<file path="src/rtl/seven_seg_scan.sv">
`default_nettype none
// ============================================================================
// Module      : seven_seg_scan
// Description : Multiplexed 4-digit seven-segment driver. Snapshots four BCD
//               digits once per refresh frame and scans them onto a shared
//               active-low segment bus with active-low anode selects. Also
//               provides leading-zero blanking and per-digit decimal points.
// Revision    : 1.0 - initial release
// ============================================================================
module seven_seg_scan #(
    parameter int DIGIT_CYCLES = 100000
) (
    input  logic        clk,
    input  logic        rst,
    input  logic [15:0] digits,
    input  logic [3:0]  dp,
    input  logic        blank_lz,
    output logic [6:0]  seg,
    output logic        dp_n,
    output logic [3:0]  an,
    output logic        frame_start
);

    // A two-cycle digit period still needs one tick bit.
    localparam int c_TICK_W = (DIGIT_CYCLES > 2) ? $clog2(DIGIT_CYCLES) : 1;
    localparam logic [c_TICK_W-1:0] c_TICK_LAST = c_TICK_W'(DIGIT_CYCLES - 1);
    localparam logic [6:0] c_SEG_OFF = 7'b1111111;

    logic [c_TICK_W-1:0] r_tick;
    logic [1:0]          r_sel;
    logic [15:0]         r_shadow_digits;
    logic [3:0]          r_shadow_dp;
    logic                r_shadow_blz;
    logic                r_valid;
    logic                r_pending;

    logic [6:0]          r_seg;
    logic                r_dp_n;
    logic [3:0]          r_an;
    logic                r_frame_start;

    logic                w_tick_last;
    logic                w_load;
    logic [3:0]          w_nibble;
    logic [3:0]          w_zero;
    logic [3:0]          w_lz;
    logic                w_blank;
    logic [6:0]          w_seg_dec;
    logic [6:0]          w_seg_next;
    logic [3:0]          w_an_next;
    logic                w_dp_n_next;

    assign w_tick_last = (r_tick == c_TICK_LAST);
    // A frame boundary is the last tick of digit 3; an empty shadow loads at once.
    assign w_load      = ~r_valid | (w_tick_last & (r_sel == 2'd3));

    // Digit i is a leading zero when it and every digit above it are zero.
    assign w_zero[0] = (r_shadow_digits[3:0]   == 4'd0);
    assign w_zero[1] = (r_shadow_digits[7:4]   == 4'd0);
    assign w_zero[2] = (r_shadow_digits[11:8]  == 4'd0);
    assign w_zero[3] = (r_shadow_digits[15:12] == 4'd0);
    assign w_lz[3]   = w_zero[3];
    assign w_lz[2]   = w_zero[2] & w_lz[3];
    assign w_lz[1]   = w_zero[1] & w_lz[2];
    assign w_lz[0]   = 1'b0;  // the rightmost digit always shows
    assign w_blank   = r_shadow_blz & w_lz[r_sel];

    // Select the shadow nibble for the digit currently being scanned.
    always_comb begin
        w_nibble = r_shadow_digits[3:0];
        case (r_sel)
            2'd0:    w_nibble = r_shadow_digits[3:0];
            2'd1:    w_nibble = r_shadow_digits[7:4];
            2'd2:    w_nibble = r_shadow_digits[11:8];
            default: w_nibble = r_shadow_digits[15:12];
        endcase
    end

    // BCD to active-low segments (g..a); non-BCD codes show nothing.
    always_comb begin
        w_seg_dec = c_SEG_OFF;
        case (w_nibble)
            4'd0:    w_seg_dec = 7'b1000000;
            4'd1:    w_seg_dec = 7'b1111001;
            4'd2:    w_seg_dec = 7'b0100100;
            4'd3:    w_seg_dec = 7'b0110000;
            4'd4:    w_seg_dec = 7'b0011001;
            4'd5:    w_seg_dec = 7'b0010010;
            4'd6:    w_seg_dec = 7'b0000010;
            4'd7:    w_seg_dec = 7'b1111000;
            4'd8:    w_seg_dec = 7'b0000000;
            4'd9:    w_seg_dec = 7'b0010000;
            default: w_seg_dec = c_SEG_OFF;
        endcase
    end

    // Next output word; everything is dark until the first snapshot exists.
    always_comb begin
        w_seg_next  = c_SEG_OFF;
        w_an_next   = 4'b1111;
        w_dp_n_next = 1'b1;
        if (r_valid) begin
            w_seg_next  = w_blank ? c_SEG_OFF : w_seg_dec;
            w_an_next   = ~(4'b0001 << r_sel);
            w_dp_n_next = ~r_shadow_dp[r_sel];
        end
    end

    // Dwell counter and digit select; held at zero until a snapshot is taken.
    always_ff @(posedge clk) begin
        if (rst) begin
            r_tick <= '0;
            r_sel  <= 2'd0;
        end else if (!r_valid) begin
            r_tick <= '0;
            r_sel  <= 2'd0;
        end else if (w_tick_last) begin
            r_tick <= '0;
            r_sel  <= r_sel + 2'd1;
        end else begin
            r_tick <= r_tick + 1'b1;
        end
    end

    // Frame snapshot of the inputs; pending marks that digit 0 of it is next out.
    always_ff @(posedge clk) begin
        if (rst) begin
            r_shadow_digits <= 16'd0;
            r_shadow_dp     <= 4'd0;
            r_shadow_blz    <= 1'b0;
            r_valid         <= 1'b0;
            r_pending       <= 1'b0;
        end else begin
            r_pending <= w_load;
            if (w_load) begin
                r_shadow_digits <= digits;
                r_shadow_dp     <= dp;
                r_shadow_blz    <= blank_lz;
                r_valid         <= 1'b1;
            end
        end
    end

    // All display outputs change together on one edge so no glitch combination appears.
    always_ff @(posedge clk) begin
        if (rst) begin
            r_seg         <= c_SEG_OFF;
            r_dp_n        <= 1'b1;
            r_an          <= 4'b1111;
            r_frame_start <= 1'b0;
        end else begin
            r_seg         <= w_seg_next;
            r_dp_n        <= w_dp_n_next;
            r_an          <= w_an_next;
            r_frame_start <= r_pending;
        end
    end

    assign seg         = r_seg;
    assign dp_n        = r_dp_n;
    assign an          = r_an;
    assign frame_start = r_frame_start;

endmodule
`default_nettype wire

</file>
<file path="config.mk">
export PLATFORM = sky130hd
export DESIGN_NAME = seven_seg_scan
export DESIGN_NICKNAME = d
export VERILOG_FILES = /design/src/rtl/seven_seg_scan.sv
export SDC_FILE = /design/constraint.sdc
export NUM_CORES = 1
export LEC_CHECK = 0
export CORE_ASPECT_RATIO = 1.1
export CORE_UTILIZATION = 23
export DETAILED_ROUTE_END_ITERATION = 10
export PLACE_DENSITY_LB_ADDON = 0.15
export SYNTH_ARGS = -nofsm -noshare
export SYNTH_HDL_FRONTEND = slang
export SYNTH_SLANG_ARGS = --single-unit
</file>
<file path="constraint.sdc">
create_clock -name clk -period 2 [get_ports clk]
set_input_delay 0.4 -clock clk [delete_from_list [all_inputs] [get_ports clk]]
set_output_delay 0.4 -clock clk [all_outputs]
set_load 0.05 [all_outputs]
</file>
==> results of run 1 <==
## critical path, cell delays in order, from the launching register on
cell and delay [ps]:
dfxtp_2 340, buf_4 150, ha_4 170, buf_4 130, a222oi_1 380, mux2i_1 230
buf_4 190, nor2_1 90, o21ai_0 70
## area by class of cell
| class | instances | share of cell area (%) |
|---|---|---|
| Multi-Input combinational cell | 163 | 38.3 |
| Tap cell | 120 | 4.78 |
| Inverter | 11 | 1.31 |
| Clock buffer | 6 | 2.63 |
| Clock inverter | 2 | 1.11 |
| Sequential cell | 55 | 35.1 |
| Timing Repair Buffer | 57 | 16.8 |
## per-layer routing
metal,global-route usage (%),part of all wire (%),wire length (um)
met1,11.9,49,2360
met2,17.0,48,2300
met3,2.13,3.0,146
met4,3.20,0.68,33
met5,0,0,0
## placed cells by master, fill, tap and decap left out, types with 7 or more instances in the layout
master and count:
clkdlybuf4s50_1 35, dfxtp_1 53, mux2i_1 24, nor2_1 40, buf_4 21, inv_1 9, nand3_1 8, xor2_1 11
o21ai_0 7, nand2_1 15
## sequential cells by signal (all words and copies together), names as in the netlist
name and flops:
r_tick 17, r_shadow_dp 4, r_shadow_blz 1, frame_start 1, an 4, seg 7, r_shadow_digits 16, r_pending 1
dp_n 1, r_sel 2, r_valid 1
## stage by stage
step,util (%),instances,hold slack [ps],area [sq um],TNS [ps]
after floorplan,-,236,414,2360,0
after global placement,29.9,406,427,2980,0
after detailed placement,29.9,406,423,2980,-76.5
after CTS,31.2,414,448,3100,0
after global routing,31.6,414,469,3140,0
final,31.6,414,445,3140,0
## cell families after synthesis
kind of cell	share of synthesized area, %
and+or+nand+nor	20.8
DFF	46.7
muxes	12.5
AOI/OAI and AO/OA	5.36
buffers and inverters	4.30
xor gates and xnor gates	5.57
adders and majority gates	4.78
## power by group
part           internal, W  switching [W]  leakage (nW)
sequential         0.00114      0.0000244         0.452
clock             0.000406       0.000362        0.0612
combinational     0.000127       0.000128         0.761
total              0.00167       0.000514          1.27
## timing repair
item                                   CTS  global route
setup endpoints to repair                2             7
hold buffers                             0             0
pin swaps                                1             5
endpoints found under the hold margin    0             0
cloned                                   0             0
gates resized for setup                  3            12
## worst max-delay path by stage
stage                     startpoint                end  slack [ps]  depth (start not counted)
6_report       r_sel[0]$_SDFFE_PP0P_  seg[6]$_SDFF_PP1_         140                          8
5_1_grt        r_sel[0]$_SDFFE_PP0P_  seg[6]$_SDFF_PP1_           9                          8
4_1_cts        r_sel[0]$_SDFFE_PP0P_  seg[2]$_SDFF_PP1_          10                          8
3_5_place_dp   r_sel[1]$_SDFFE_PP0P_  seg[6]$_SDFF_PP1_         -40                          8
3_3_place_gp   r_sel[1]$_SDFFE_PP0P_  seg[5]$_SDFF_PP1_          40                          8
2_1_floorplan  r_sel[0]$_SDFFE_PP0P_  seg[5]$_SDFF_PP1_          10                          8
==> reports/summary.txt, run 1 <==
status -> completed
Antenna Nets Post-Route -> 0
grt total ovfl -> 0
layout cells sized above 1 -> 17.3%
vias in the first global route -> 1,778
clk slew on worst S/H paths -> 100 ps
cells after synthesis -> 236
die area -> 10,700 sq um
CTS Buf Count -> 5
via count -> 1,774
number of fill cells -> 1,045
Peak Freq -> 537 MHz
die width -> 98.5 um
hold path endpoint -> frame_start$_SDFF_PP0_
Final nets -> 325
top cell type's share of synthesized area -> 46.7%
startpoint types -> flop
hpwl dp -> 3730 um
H-tree Lvls -> 2
Peak VDD IR -> 0.000259 V
crit path DAT -> 2050 ps
Worst Max-Slew Pin Slew -> 502 ps
synth warn -> 0
core area -> 9940 sq um
Tightest Hold Check Type -> reg2reg
vias per std cell -> 4.29
most frequent cell after synthesis -> dfxtp_1
first-pass GRT wire length -> 8220 um
Final Hold Viols -> 0
Tcrit/Tclk final -> 93.2%
diode count -> 0
I/O Buffers -> 35
crit path time final -> 1860 ps
crit end category -> flop
routed wire length -> 4840 um
num rows -> 38
Mapped Area -> 2360 sq um
WP data required -> 2190 ps
root buf cell -> clkbuf_8
largest net degree at the start of global routing -> 23
Die Span Y -> 108 um
Yosys reg bits -> 55
leakage -> 1.27 nW
pwr/cell area -> 694 nW/um^2
io pins -> 36
reg2reg path depth -> 8
Worst Hold Launch -> r_pending$_SDFF_PP0_
worst hold stages -> 1
FF+latch area -> 1100 sq um
RSZ-0062 raised after global routing -> false
CP Class -> reg2reg
RD Place Congestion -> 0.791
antenna violations before repair -> 0
clk sink count -> 55
DR DRC count -> 0
DP Worst Slack -> -42.7 ps
area leader, netlist -> dfxtp_1
worst relative slew slack -> 66.4%
Reg2Reg Setup Slack -> 140 ps
Post-synth ARST share -> 0%
drt pass-1 iters -> 6
maximum capacitance violations -> 0
CP max FO -> 4
overall power -> 0.00218 W
Mean Syn Cell Area -> 9.99 sq um
CTS tree -> yes
Setup Viol. Count Final -> 0
clock buffer depth -> 2
Clock Skew -> 4.65 ps
area of the multi-input gates -> 1200 sq um
Synth area leaders -> dfxtp_1, mux2i_1, nor2_1
final worst slack -> 137 ps
worst reg2reg endpoint -> seg[6]$_SDFF_PP1_
Worst R2R Start -> r_sel[0]$_SDFFE_PP0P_
sequential area share after synthesis -> 46.7%
GR Util All Layers -> 9.72%
post-CTS setup buffers -> 0
max-slew violation count -> 0
EDFF count, synth -> 0
synth cell count leaders -> dfxtp_1, nor2_1, mux2i_1, nand2_1
Mapped Nets -> 268
Layout area overhead -> 33.4%
Clock Latency Late Sink -> 300 ps
commonest register cell after synthesis -> dfxtp_1
library cells used by synthesis -> 37
Iter 0 DRT Violations -> 37
Initial Util -> 23.7%
drt wl/cell -> 11.7 um
Note: power is estimated with default switching activity, not from simulation.
==> inputs of run 2 (changes only) <==
--- a/config.mk
+++ b/config.mk
@@ -6,7 +6,7 @@
 export NUM_CORES = 1
 export LEC_CHECK = 0
 export CORE_ASPECT_RATIO = 1.1
-export CORE_UTILIZATION = 23
+export CORE_UTILIZATION = 48
 export DETAILED_ROUTE_END_ITERATION = 10
 export PLACE_DENSITY_LB_ADDON = 0.15
 export SYNTH_ARGS = -nofsm -noshare
==> constraint.sdc (replaced) <==
create_clock -name clk -period 1.6 [get_ports clk]
set_input_delay 0.32 -clock clk [delete_from_list [all_inputs] [get_ports clk]]
set_output_delay 0.32 -clock clk [all_outputs]
set_load 0.05 [all_outputs]
==> reports/summary.txt, run 2 (synthesis results as in run 1) <==
status -> finished, violations left
failing checks -> negative setup slack
maximum capacitance violations -> 0
first-pass GRT wire length -> 8460 um
max FFs per register -> 17
Die Span Y -> 75.5 um
clk sink count -> 55
Final nets -> 348
Area after DPL -> 3040 sq um
hpwl dp -> 3530 um
Clock Skew -> 6.88 ps
RSZ-0062 raised after global routing -> true
CTS hold repair buffers -> 0
pwr/cell area -> 834 nW/um^2
root buf cell -> clkbuf_8
Tcrit/Tclk final -> 116%
Most flops, register -> r_tick
Clock Latency Late Sink -> 310 ps
diode count -> 0
startpoint types -> flop
Setup Viol. Count Final -> 24
number of fill cells -> 367
worst relative slew slack -> 65.1%
core area -> 4680 sq um
placed cells -> 356
final std cells w/o fill -> 373
drt wl/cell -> 13.4 um
clk slew on worst S/H paths -> 100 ps
GR Util All Layers -> 22.6%
design area -> 3290 sq um
vias per std cell -> 5.21
Worst Max-Slew Pin Slew -> 513 ps
hold_ws -> 457 ps
Reg2Reg Setup Slack -> -260 ps
CP Class -> reg2reg
Tightest Hold Check Type -> reg2reg
vias in the first global route -> 1,904
antenna violations before repair -> 0
FF+latch area -> 1110 sq um
drt pass-1 iters -> 5
commonest non-fill, non-tap cell in the layout -> buf_4
die width -> 68.8 um
WP data required -> 1850 ps
num rows -> 26
Peak Freq -> 539 MHz
CTS tree -> yes
via count -> 1,944
H-tree Lvls -> 2
Layout area overhead -> 39.4%
crit end category -> flop
Final Hold Viols -> 0
crit path time final -> 1860 ps
commonest non-fill, non-tap cells in the layout -> buf_4, dfxtp_1, nor2_1, mux2i_1, clkdlybuf4s50_1
CP max FO -> 5
DR DRC count -> 0
clock buffer depth -> 2
I/O Buffers -> 35
Peak VDD IR -> 0.000679 V
Iter 0 DRT Violations -> 90
die area -> 5200 sq um
final worst slack -> -257 ps
leakage -> 1.39 nW
routed wire length -> 4990 um
Initial Util -> 50.3%
layout cells sized above 1 -> 31.5%
CTS Buf Count -> 5
Antenna Nets Post-Route -> 0
RD Place Congestion -> 0.783
area of the multi-input gates -> 1250 sq um
max-slew violation count -> 0
io pins -> 36
Finished Core Util -> 70.2%
crit path DAT -> 2100 ps
largest net degree at the start of global routing -> 23
grt total ovfl -> 0
## run 2: cell count changes in the layout (fill, tap and decap cells not counted), sizes merged
cell	before	now
clkdlybuf4s50	35	22
buf	22	58
## run 2: path summary, 6_finish.rpt
check	from	to	cells past startpoint
worst max-delay path	r_sel[0]$_SDFFE_PP0P_	seg[6]$_SDFF_PP1_	8
worst min-delay path	r_pending$_SDFF_PP0_	frame_start$_SDFF_PP0_	1
worst max register to register	r_sel[0]$_SDFFE_PP0P_	seg[6]$_SDFF_PP1_	8
worst min register to register	r_pending$_SDFF_PP0_	frame_start$_SDFF_PP0_	1
## run 2: layout make-up
type                       count  area share, %
clock inverter                 2           1.07
tap                           56           2.13
inverter                      11           1.41
sequential                    55           33.8
clock buffer                   6           2.51
timing repair buffer          80           20.9
multi-input combinational    163           38.1
## run 2: what timing repair did
item / 4_1_cts / 5_1_grt
endpoints found under the setup margin: 28 / 31
pin swaps: 8 / 7
cloned: 2 / 0
buffers inserted: 5 / 6
gates resized for setup: 13 / 11
## run 2: worst max-delay path, cell delays in order (launching register included)
cell and delay, ps:
dfxtp_4 400, inv_4 50, ha_4 170, a222oi_1 410
mux2i_2 200, buf_4 190, xnor2_1 170, nor2_1 70
o21ai_1 140
## run 2: through the flow
step,setup WS [ps],power [W],TNS (ps)
after floorplan,-119,0.00167,-866
after global placement,-137,0.00180,-968
after detailed placement,-282,0.00180,-2470
after CTS,-233,0.00277,-2590
after global routing,-409,0.00285,-4820
final,-257,0.00274,-1800
## run 2: report_power, final
part           internal, W  switching [W]
logic             0.000172       0.000169
registers          0.00142      0.0000310
clock network     0.000507       0.000448
total              0.00209       0.000648
## run 2: layer usage
metal	GRT usage (%)	vias up	routed length, um
met5	0	-	0
met4	7.71	0	77
met3	5.09	7	189
met2	41.4	45	2690
met1	25.5	914	2030
li1	-	978	-
==> RTL edit: new RTL, config.mk and constraints of run 2 <==
The parameter `DIGIT_CYCLES` goes from 100000 to 200000.
--- a/src/rtl/seven_seg_scan.sv
+++ b/src/rtl/seven_seg_scan.sv
@@ -9,5 +9,5 @@
 // ============================================================================
 module seven_seg_scan #(
-    parameter int DIGIT_CYCLES = 100000
+    parameter int DIGIT_CYCLES = 200000
 ) (
     input  logic        clk,
Formal check against the unedited RTL: no difference found for any inputs over 10 cycles, from zero or initial values and one cycle with rst high; that may be too few to reach the edited logic, so the function may still have changed.
==> RTL edit against run 2 <==
The run ends with DRC, setup timing left; total power down 2.7%; utilization about the same; non-clock buffer count up 5; worst setup slack worse by 0.12 ns; cell area up 7.5%; critical path depth up 1; synthesized area up 7.5%; routed wire length up 18%; sequential cell count up 1; largest cell class unchanged.
==> RTL edit: results (changes against run 2) <==
| Metric | Value |
|---|---|
| Multiplexer share of the synthesized area | 10.0% (was 12.5%) |
| R2R depth | 9 (was 8) |
| Fill count | 400 (was 367) |
| Synth Area in Adders | 4.44% (was 4.78%) |
| Switching share of power | 26.6% (was 23.6%) |
| Initial DRC Count | 119 (was 90) |
| Final WL | 5.90 mm (was 4.99 mm) |
| Worst-margin pin slew | 0.631 ns (was 0.513 ns) |
| Sequential share of the synthesized area | 44.2% (was 46.7%) |
| Detail Placement HPWL | 4.06 mm (was 3.53 mm) |
| Clock skew | 0.00908 ns (was 0.00688 ns) |
| Wl on met1 | 2.37 mm (was 2.03 mm) |
| Leak pwr | 1.42 nW (was 1.39 nW) |
| RD Place Congestion | 0.840 (was 0.783) |
| Failing checks | DRC, setup timing (was setup timing) |
| Clock network fraction of total power | 30.2% (was 34.8%) |
| Routed met2 length | 3.18 mm (was 2.69 mm) |
| Final count of negative-setup-slack endpoints | 7 (was 24) |
| First-pass DRT Iterations | 9 (was 5) |
| Crit Reg-Reg Endpoint | seg[1] (was seg[6]) |
| # resized after CTS | 15 (was 13) |
| Synth cell count leaders | dfxtp_1, nand2_1, mux2i_1 (was dfxtp_1, nor2_1, mux2i_1) |
| Grt met2 use | 42.2% (was 41.4%) |
| Initial antenna violation count | 0 (unchanged) |
| Clk Latency, worst-skew pair | 0.32 ns |
| Outcome | complete, but fails checks (unchanged) |
| Slowest stage delay, CP | 0.39 ns (was 0.41 ns) |
| Worst-path maximum fanout | 4 (was 5) |
| Met3 usage | 4.49% (was 5.09%) |
| Syn Nets | 306 (was 268) |
| Slowest cell on the critical path | dfxtp_4 (was a222oi_1) |
| # DRC | 3 (was 0) |
| Largest register FFs | 18 (was 17) |
| Synth Area in Compound Gates | 9.97% (was 5.36%) |
| First-pass GRT wire length | 9.47 mm (was 8.46 mm) |
| WP data arrival | 2.16 ns (was 2.10 ns) |
| Share of post-route cells with drive strength above 1 | 29.9% (was 31.5%) |
| Top reg by flops | r_tick (unchanged) |
| Post-Synth XOR/XNOR Area | 4.15% (was 5.57%) |
| Final nets | 389 (was 348) |
| Vias in the first global route | 2,171 (was 1,904) |
| WL met3 | 194 um (was 189 um) |
| Global router's overall resource usage | 21.7% (was 22.6%) |
| Synth unique cells | 41 (was 37) |
| DP Worst Slack | -0.354 ns (was -0.282 ns) |
| Largest net degree at the start of global routing | 40 (was 23) |
| Synth top area cells | dfxtp_1, mux2i_1, nand2_1 (was dfxtp_1, mux2i_1, nor2_1) |
| Final setup margin | -0.378 ns (was -0.257 ns) |
| GR Util met1 | 22.2% (was 25.5%) |
| Peak VDD IR | 0.506 mV (was 0.679 mV) |
| Post-DR vias/cell | 5.38 (was 5.21) |
| Placed Area | 0.00326 sq mm (was 0.00304 sq mm) |
| CTS Buf Count | 5 (unchanged) |
-- RTL edit: cell count changes in the layout (fill, tap and decap cells not counted), sizes merged, moves of 3 or more --
cell and delta:
nor2 -23, nand4 +5, o211ai +4, buf +5, a21oi +11, mux2i -3, nand2 +36, xor2 -4
a211oi +3, or4 +3
-- RTL edit: through the flow --
stage          TNS, ns  power, mW  hold WS, ns  instances  utilization [%]
6_report         -2.12       2.67        0.453        416             70.2
5_1_grt          -2.76       2.80        0.482        416             70.2
4_1_cts          -2.52       2.70        0.456        415             69.4
3_5_place_dp     -1.87       1.86        0.429        400             64.7
3_3_place_gp     -1.60       1.86        0.420        400             64.7
2_1_floorplan    -1.15       1.71        0.392        274                -
-- RTL edit: area by class of cell --
type	count	area share [%]
Inverter	10	1.20
Sequential cell	56	32.0
Clock inverter	3	0.708
Tap cell	58	2.05
Clock buffer	5	1.95
Multi-Input combinational cell	199	40.5
Timing Repair Buffer	85	21.6
